[config.mk]
export PLATFORM = sky130hd
export DESIGN_NAME = mat_vec_result_tx
export DESIGN_NICKNAME = d
export VERILOG_FILES = /design/src/rtl/mat_vec_result_tx.sv
export SDC_FILE = /design/constraint.sdc
export NUM_CORES = 1
export LEC_CHECK = 0
export CAP_MARGIN = 25
export CORE_AREA = 4 4 144 146
export DETAILED_ROUTE_END_ITERATION = 10
export DIE_AREA = 0 0 148 150
export GPL_ROUTABILITY_DRIVEN = 1
export PLACE_DENSITY_LB_ADDON = 0.12
export RECOVER_POWER = 50
export SYNTH_ARGS = -nofsm -noshare
export SYNTH_HDL_FRONTEND = slang
export SYNTH_SLANG_ARGS = --single-unit
[constraint.sdc]
create_clock -name clk -period 3.43 [get_ports clk]
set_clock_uncertainty 0.15 [all_clocks]
set_input_delay 0.5145 -clock clk [delete_from_list [all_inputs] [get_ports clk]]
set_output_delay 0.5145 -clock clk [all_outputs]
set_load 0.005 [all_outputs]
[src/rtl/mat_vec_result_tx.sv]
// mat_vec_result_tx
// Drains the matrix-vector MAC array results and streams them over a byte link.
// When `done` rises, all lane results are captured into shadow registers and sent
// little-endian, lane 0 first, over a valid/ready byte interface. After the final
// byte the block pulses `mac_clr` to clear the multiplier accumulators.
//
// Ports:
//   clk, rst_n          : clock, asynchronous active-low reset
//   done                : multiplier results-valid level (rising edge triggers a frame)
//   res_in[LANES-1:0]   : multiplier result bus, RES_WIDTH bits per lane
//   tx_data/valid/last  : byte stream towards the host (registered)
//   tx_ready            : sink accepts the offered byte
//   mac_clr             : one-cycle accumulator clear pulse (registered)
//   busy                : high while not idle (registered)
//   overrun             : sticky, set when a trigger arrives mid-frame (registered)
module mat_vec_result_tx #(
  parameter int unsigned DATA_WIDTH = 8,
  parameter int unsigned LANES      = 8,
  parameter int unsigned RES_WIDTH  = 3 * DATA_WIDTH
) (
  input  logic                             clk,
  input  logic                             rst_n,
  input  logic                             done,
  input  logic [LANES-1:0][RES_WIDTH-1:0]  res_in,
  output logic [7:0]                       tx_data,
  output logic                             tx_valid,
  input  logic                             tx_ready,
  output logic                             tx_last,
  output logic                             mac_clr,
  output logic                             busy,
  output logic                             overrun
);

  localparam int unsigned BYTES  = RES_WIDTH / 8;
  localparam int unsigned LIDX_W = (LANES > 1) ? $clog2(LANES) : 1;
  localparam int unsigned BIDX_W = (BYTES > 1) ? $clog2(BYTES) : 1;

  typedef enum logic [1:0] {
    S_IDLE  = 2'd0,
    S_SEND  = 2'd1,
    S_CLEAR = 2'd2
  } state_t;

  state_t                          state_q, state_d;
  logic                            done_q;
  logic [LANES-1:0][RES_WIDTH-1:0] shadow_q, shadow_d;
  logic [LIDX_W-1:0]               lane_q, lane_d;
  logic [BIDX_W-1:0]               byte_q, byte_d;
  logic [7:0]                      tx_data_q, tx_data_d;
  logic                            tx_valid_q, tx_valid_d;
  logic                            tx_last_q, tx_last_d;
  logic                            mac_clr_q, mac_clr_d;
  logic                            busy_q, busy_d;
  logic                            overrun_q, overrun_d;

  logic                            trigger;
  logic [LIDX_W-1:0]               lane_nx;
  logic [BIDX_W-1:0]               byte_nx;
  logic [RES_WIDTH-1:0]            lane_word;

  assign trigger = done & ~done_q;

  // Index of the byte following the one currently offered
  always_comb begin
    lane_nx = lane_q;
    byte_nx = byte_q + BIDX_W'(1);
    if (byte_q == BIDX_W'(BYTES - 1)) begin
      byte_nx = '0;
      lane_nx = lane_q + LIDX_W'(1);
    end
    lane_word = shadow_q[lane_nx];
  end

  // Next-state and registered-output logic
  always_comb begin
    state_d    = state_q;
    shadow_d   = shadow_q;
    lane_d     = lane_q;
    byte_d     = byte_q;
    tx_data_d  = tx_data_q;
    tx_valid_d = tx_valid_q;
    tx_last_d  = tx_last_q;
    mac_clr_d  = 1'b0;
    // A trigger while a frame is still in flight drops that new frame
    overrun_d  = overrun_q | (trigger & (state_q != S_IDLE));

    unique case (state_q)
      S_IDLE: begin
        if (trigger) begin
          shadow_d   = res_in;
          lane_d     = '0;
          byte_d     = '0;
          tx_data_d  = res_in[0][7:0];
          tx_valid_d = 1'b1;
          tx_last_d  = (LANES == 1) && (BYTES == 1);
          state_d    = S_SEND;
        end
      end
      S_SEND: begin
        if (tx_ready) begin
          if (tx_last_q) begin
            lane_d     = '0;
            byte_d     = '0;
            tx_data_d  = '0;
            tx_valid_d = 1'b0;
            tx_last_d  = 1'b0;
            mac_clr_d  = 1'b1;
            state_d    = S_CLEAR;
          end else begin
            lane_d    = lane_nx;
            byte_d    = byte_nx;
            tx_data_d = lane_word[{byte_nx, 3'b000} +: 8];
            tx_last_d = (lane_nx == LIDX_W'(LANES - 1)) &&
                        (byte_nx == BIDX_W'(BYTES - 1));
          end
        end
      end
      S_CLEAR: begin
        state_d = S_IDLE;
      end
      default: begin
        state_d = S_IDLE;
      end
    endcase

    busy_d = (state_d != S_IDLE);
  end

  // State and output registers
  always_ff @(posedge clk or negedge rst_n) begin
    if (!rst_n) begin
      state_q    <= S_IDLE;
      done_q     <= 1'b0;
      shadow_q   <= '0;
      lane_q     <= '0;
      byte_q     <= '0;
      tx_data_q  <= '0;
      tx_valid_q <= 1'b0;
      tx_last_q  <= 1'b0;
      mac_clr_q  <= 1'b0;
      busy_q     <= 1'b0;
      overrun_q  <= 1'b0;
    end else begin
      state_q    <= state_d;
      done_q     <= done;
      shadow_q   <= shadow_d;
      lane_q     <= lane_d;
      byte_q     <= byte_d;
      tx_data_q  <= tx_data_d;
      tx_valid_q <= tx_valid_d;
      tx_last_q  <= tx_last_d;
      mac_clr_q  <= mac_clr_d;
      busy_q     <= busy_d;
      overrun_q  <= overrun_d;
    end
  end

  assign tx_data  = tx_data_q;
  assign tx_valid = tx_valid_q;
  assign tx_last  = tx_last_q;
  assign mac_clr  = mac_clr_q;
  assign busy     = busy_q;
  assign overrun  = overrun_q;

endmodule

==> results of run 1 <==
==> kinds of logic after synthesis <==
logic type      after synthesis
compound gates              116
buf+inv                      75
mux                          42
xor+xnor                      7
fa+ha+maj                     1
flops                       213
simple gates                713
==> worst max path at each step <==
stage / from / to / cells past startpoint
2_1_floorplan: byte_q[1] / tx_data[7] / 7
4_1_cts: byte_q[0] / tx_data[3] / 7
3_5_place_dp: byte_q[0] / tx_data[3] / 7
6_report: byte_q[0] / tx_data[3] / 7
5_1_grt: rst_n / shadow_q[187] / 2
3_3_place_gp: byte_q[0] / tx_data[2] / 6
==> stage by stage <==
step | util, % | total power [mW] | instance area, µm² | setup slack [ns] | hold WS (ns)
after CTS | 68.37 | 11.37 | 13260 | 0.3924 | 0.3255
after detailed placement | 64.31 | 8.798 | 12480 | 0.4129 | 0.3096
after floorplan | - | 7.001 | 10040 | 0.9188 | 0.06891
final | 68.26 | 11.37 | 13240 | 0.3953 | 0.3232
after global placement | 64.31 | 8.716 | 12480 | 0.5080 | 0.3016
after global routing | 68.26 | 12.07 | 13240 | 0.1697 | 0.3439
==> routing by layer <==
layer	track usage, %	wire length, µm	vias up
met2	44.23	14440	336
met5	0	0	-
li1	-	-	4198
met3	5.148	2150	69
met4	9.700	1107	0
met1	38.98	13250	4276
==> power by group <==
| part | switching, mW | total [mW] | leakage [nW] | internal, mW |
|---|---|---|---|---|
| clock network | 0.997 | 2.54 | 0.380 | 1.54 |
| registers | 0.765 | 4.28 | 2.65 | 3.52 |
| logic | 2.52 | 4.55 | 3.34 | 2.03 |
==> layout by cell type (no fill, tap or decap), drive strengths merged, types with 3 or more instances in the layout <==
cell type and count:
inv 7, nand3 14, o22ai 5, clkinv 4, mux2i 18, o211ai 6
a2111oi 4, clkdlybuf4s50 205, clkbuf 33, nand2 643, a31oi 7, xnor2 5
o21ai 21, nor2 13, o41ai 3, o31ai 3, or2 4, a21o 5
a21oi 33, dlygate4sd3 3, o221ai 11, nand2b 7, nor4 5, mux4 22
nor3 13, nor2b 7, dfrtp 213, buf 35, bufinv 3
==> layout make-up <==
type	instances	area [µm²]	area share, %
Sequential cell	213	5330	40.25
Inverter	7	26.28	0.1984
Clock buffer	32	648.1	4.895
Clock inverter	8	128.9	0.9733
Timing Repair Buffer	244	2384	18.00
Multi-Input combinational cell	879	4393	33.18
Tap cell	265	331.6	2.504
==> registers in the layout (all words and copies together), names as in the netlist <==
signal / flops
mac_clr: 1
shadow_q: 192
overrun: 1
lane_q: 3
done_q: 1
byte_q: 2
tx_data: 8
tx_valid: 1
state_q: 2
busy: 1
tx_last: 1
==> Yosys cell counts, types with 5 or more instances <==
cell type                  number  area, µm²
sky130_fd_sc_hd__dfrtp_1      213       5330
sky130_fd_sc_hd__a31oi_1        7      43.79
sky130_fd_sc_hd__mux4_2        19      427.9
sky130_fd_sc_hd__o211ai_1       6      45.04
sky130_fd_sc_hd__nor2_1        13      48.80
sky130_fd_sc_hd__nor3_1        13      65.06
sky130_fd_sc_hd__o21ai_0       20      100.1
sky130_fd_sc_hd__buf_2          6      30.03
sky130_fd_sc_hd__nor4_1         5      31.28
sky130_fd_sc_hd__o221ai_1      11      96.34
sky130_fd_sc_hd__nand3_1       14      70.07
sky130_fd_sc_hd__nand2_1      643       2414
sky130_fd_sc_hd__clkbuf_1      52      195.2
sky130_fd_sc_hd__a21o_1         5      37.54
sky130_fd_sc_hd__nand2b_1       7      43.79
sky130_fd_sc_hd__o22ai_1        5      31.28
sky130_fd_sc_hd__nor2b_1        6      37.54
sky130_fd_sc_hd__a21oi_1       33      165.2
sky130_fd_sc_hd__mux2i_1       18      180.2
sky130_fd_sc_hd__inv_1          6      22.52
==> timing repair <==
action / CTS / global route
hold buffers: 1 / 0
setup buffers: 0 / 0
endpoints found under the hold margin: 102 / 0
==> worst register-to-register path: cells and delay by family, from the launching register on <==
| kind | cells | cell delay (ns) |
|---|---|---|
| AOI/OAI and AO/OA | 2 | 0.67 |
| muxes | 1 | 0.56 |
| DFF | 1 | 0.50 |
| buffers and inverters | 2 | 0.50 |
| and+or+nand+nor | 1 | 0.34 |
| xor gates and xnor gates | 1 | 0.19 |
==> metrics.txt, run 1 <==
maximum number of pins on one net before global-route repair=129; Detailed Routing Iterations Pass 1=6; DRT iter0 DRCs=764; R2R depth=7; sequential fraction of the synthesis area=53.08%; # rows=51; clock slew at the register clock pins of the worst setup and hold paths=0.06 ns; FF+latch count, synth=213; result of the run=finished, violations left; CTS resizes=0; P per Cell Area=858.8 mW/mm²; Critical Path End Type=register; largest driver fanout on the critical path=11; Post-Syn Area per Cell=8.604 µm²; DIE HEIGHT=150 µm; buffer cell driving the clock tree root=sky130_fd_sc_hd__clkbuf_16; number of diodes=0; wire length of the first global-routing pass=48.37 mm; Max Fclk=329.5 MHz; fraction of synthesis flops using an asynchronous set or reset pin=100.0%; Final Critical Period=3.035 ns; highest ir drop seen on vdd=459.4 µV; failing checks=capacitance limit, slew limit; Die X-Extent=148 µm; post-route fraction of the period consumed by the critical path=88.47%; most used flip-flop cell after synthesis=sky130_fd_sc_hd__dfrtp_1; Routability Congestion=0.9683; final setup violation count=0; multiplexer fraction of the synthesized cell area=7.065%; final hold violation count=0; Slew headroom=-56.29%; main combinational cell family by area after synthesis=simple AND/OR/NAND/NOR gates; net count of the mapped netlist=1364; overall die area=0.02220 mm²; routed wire length per instance=18.78 µm; maximum capacitance violations=1; source of the worst register-to-register timing path=byte_q[0]; worst hold path depth=2; Clock Tree Buf Depth=3; post-synthesis to final-layout area growth=31.87%; total standard cell area after synthesis=0.01004 mm²; Synth Area in Simple Gates=27.93%; most used cell along the critical path=sky130_fd_sc_hd__buf_4; data arrival time of the worst path=3.27 ns; number of inserted filler cells in the final layout=1641; via count of the first global-routing pass=8900; vias post-DR=8879; number of synthesis warnings=0; synthesized-area fraction occupied by xor and xnor cells=0.9470%; count of input and output buffers=208; cell type of the slowest stage on the worst timing path=sky130_fd_sc_hd__mux4_2; endpoint of the worst hold path=shadow_q[129]; crit start category=register; final wirelength=30.95 mm; starting density of the core=51.76%; transition time of the tightest slew-check pin=2.344 ns; count of nets left with antenna violations after detail routing=0; max-slew violation total from the final report=103; r2r setup slk=0.40 ns; number of flops mapped to enable cells by yosys=0; count of clock tree sinks=213; insertion delay to the later sink of the worst-skew pair=0.51 ns; number of antenna violations at the first check in global routing=0; non-filler instance count after layout=1648; endpoint of the most critical register-to-register path=tx_data[3]; Placed Instances=1607; sum of overflow across all layers after global routing=0; largest stage delay on the critical path=0.55 ns; worst min path class=reg2reg; Distinct cells, synth=56; kind of critical path=reg2reg; HPWL Detailed=22.29 mm; critical path, cell by cell=nor2b_4 -> xnor2_4 -> buf_4 -> buf_4 -> mux4_2 -> a2111oi_0 -> o41ai_1; startpoint of the lowest-slack hold path=shadow_q[129]; total clock buffers created by CTS=22; total track usage=27.89%; sum of negative setup slack=0 ns; layout cell share with drive strength beyond 1=7.375%; complex-gate fraction of the synthesized area=7.601%; Gate Count Post-Synth=1167; Pleak=6.370 nW; number of H-tree branching levels=1; Final Net Count=1564; area of the core=0.01940 mm²; RSZ-0062 raised after global routing=false; adder and majority gate portion of the synthesized area=0.1246%; clock tree from TritonCTS=built; DRC violation count after routing=0; Worst Path Buf+Inv=2; data required time at the worst endpoint=3.66 ns; I/O pin count=209; ratio of routed vias to standard cells=5.388; gate family responsible for the most delay along the worst path=compound AO/OA/AOI/OAI gates
No activity file was read; power rests on OpenSTA's default activity.
==> run 2: changes to the inputs <==
--- a/config.mk
+++ b/config.mk
@@ -6,11 +6,11 @@
 export NUM_CORES = 1
 export LEC_CHECK = 0
 export CAP_MARGIN = 25
-export CORE_AREA = 4 4 144 146
+export CORE_AREA = 2 2 150 152
 export DETAILED_ROUTE_END_ITERATION = 10
-export DIE_AREA = 0 0 148 150
+export DIE_AREA = 0 0 152 154
 export GPL_ROUTABILITY_DRIVEN = 1
-export PLACE_DENSITY_LB_ADDON = 0.12
+export PLACE_DENSITY = 0.76
 export RECOVER_POWER = 50
 export SYNTH_ARGS = -nofsm -noshare
 export SYNTH_HDL_FRONTEND = slang
==> metrics.txt, run 2 (synthesis results as in run 1) <==
result of the run=finished, violations left; failing checks=capacitance limit, slew limit; Stages on worst setup path=6; count of input and output buffers=208; Final Critical Period=3.085 ns; sum of overflow across all layers after global routing=0; ratio of routed vias to standard cells=5.387; final setup violation count=0; R2R depth=6; CTS resizes=0; overall die area=0.02341 mm²; clock slew at the register clock pins of the worst setup and hold paths=0.06 ns; Max Fclk=324.2 MHz; data arrival time of the worst path=3.31 ns; max FFs per register=192; kind of critical path=reg2reg; final hold violation count=0; RSZ-0062 raised after global routing=false; sum of negative setup slack=0 ns; I/O pin count=209; Critical Path End Type=register; final worst slack=0.3454 ns; critical path, cell by cell=nor2b_4 -> xnor2_4 -> buf_4 -> mux4_2 -> a2111oi_0 -> o41ai_1; routed wire length per instance=18.31 µm; layout cell share with drive strength beyond 1=7.174%; worst setup timing slack at the placement stage=0.3426 ns; source of the worst register-to-register timing path=byte_q[0]; largest stage delay on the critical path=0.57 ns; Setup crit end=tx_data[2]; wire length of the first global-routing pass=47.89 mm; maximum capacitance violations=1; data required time at the worst endpoint=3.66 ns; DRT iter0 DRCs=852; r2r setup slk=0.35 ns; Slew headroom=-60.24%; total clock buffers created by CTS=23; Pleak=6.360 nW; number of antenna violations at the first check in global routing=0; beginning of the critical path=byte_q[0]; count of clock tree sinks=213; via count of the first global-routing pass=8794; Worst Path Buf+Inv=1; post-synthesis to final-layout area growth=31.75%; insertion delay to the later sink of the worst-skew pair=0.51 ns; P per Cell Area=857.0 mW/mm²; starting density of the core=46.30%; number of diodes=0; DIE HEIGHT=154 µm; DRC violation count after routing=0; total track usage=25.78%; Routability Congestion=0.9609; endpoint of the most critical register-to-register path=tx_data[2]; Final Net Count=1560; transition time of the tightest slew-check pin=2.404 ns; total chip power=11.34 mW; buffer cell driving the clock tree root=sky130_fd_sc_hd__clkbuf_16; # rows=54; max-slew violation total from the final report=93; clock tree from TritonCTS=built; cell type of the slowest stage on the worst timing path=sky130_fd_sc_hd__mux4_2; vias post-DR=8943; post-route fraction of the period consumed by the critical path=89.93%; area of the core=0.02169 mm²; most common cell after layout, fill and taps aside=sky130_fd_sc_hd__nand2_1; largest register by flop count=shadow_q; number of H-tree branching levels=1; final wirelength=30.40 mm; number of inserted filler cells in the final layout=1828; worst hold margin=0.3211 ns; gate family responsible for the most delay along the worst path=compound AO/OA/AOI/OAI gates; Die X-Extent=152 µm; most frequent cells in the layout=sky130_fd_sc_hd__nand2_1 (643), sky130_fd_sc_hd__dfrtp_1 (213), sky130_fd_sc_hd__clkdlybuf4s50_1 (205), sky130_fd_sc_hd__a21oi_1 (33), sky130_fd_sc_hd__buf_4 (25); Clock Tree Buf Depth=3; maximum number of pins on one net before global-route repair=198; largest driver fanout on the critical path=15; worst min path class=reg2reg; count of nets left with antenna violations after detail routing=0; HPWL Detailed=21.68 mm; highest ir drop seen on vdd=439.4 µV; Detailed Routing Iterations Pass 1=5; crit start category=register
[run 2: changes by cell type in the layout (fill, tap and decap cells not counted), sizes merged]
cell / delta
buf: -5
bufinv: -2
clkbuf: +3
clkinv: +1
clkinvlp: -1
inv: +1
[run 2: worst min path at each step]
stage / from / to / slack, ns / cells after the start
after floorplan: rst_n / busy / 0.07 / 0
after global placement: shadow_q[175] / shadow_q[175] / 0.30 / 2
after detailed placement: shadow_q[177] / shadow_q[177] / 0.31 / 2
after CTS: shadow_q[177] / shadow_q[177] / 0.32 / 2
after global routing: shadow_q[120] / shadow_q[120] / 0.34 / 2
final: shadow_q[58] / shadow_q[58] / 0.32 / 2
[run 2: cell type report]
type | instances | area [µm²] | share of cell area [%]
Inverter | 7 | 26.28 | 0.1986
Timing Repair Buffer | 239 | 2375 | 17.95
Sequential cell | 213 | 5330 | 40.29
Multi-Input combinational cell | 879 | 4393 | 33.21
Clock buffer | 35 | 690.7 | 5.221
Clock inverter | 7 | 63.81 | 0.4824
Tap cell | 280 | 350.3 | 2.648
[run 2: what timing repair did]
action	CTS	global route
setup buffers	0	0
endpoints found under the hold margin	92	0
hold buffers	1	0
[run 2: worst reg2reg max path, delay by kind of cell (launching register included)]
kind	cells	cell delay, ns
xor+xnor	1	0.25
mux	1	0.58
simple gates	1	0.44
compound gates	2	0.72
buf+inv	1	0.30
flops	1	0.51
[run 2: power by group]
group	internal, mW	switching (mW)
registers	3.52	0.721
logic	2.05	2.59
clock network	1.46	0.996
[run 2: per-stage QoR]
stage	util [%]	cells	cell area [µm²]
6_report	61.00	1660	13230
5_1_grt	61.00	1660	13230
4_1_cts	61.08	1660	13250
3_3_place_gp	57.55	1617	12480
2_1_floorplan	-	1167	10040
3_5_place_dp	57.55	1617	12480
[run 2: layer usage]
metal / up-vias / global-route usage (%) / wire length (µm)
met1: 4253 / 35.60 / 12670
met2: 423 / 41.70 / 14410
met5: - / 0 / 0
li1: 4196 / - / -
met4: 0 / 7.076 / 848
met3: 71 / 5.355 / 2470
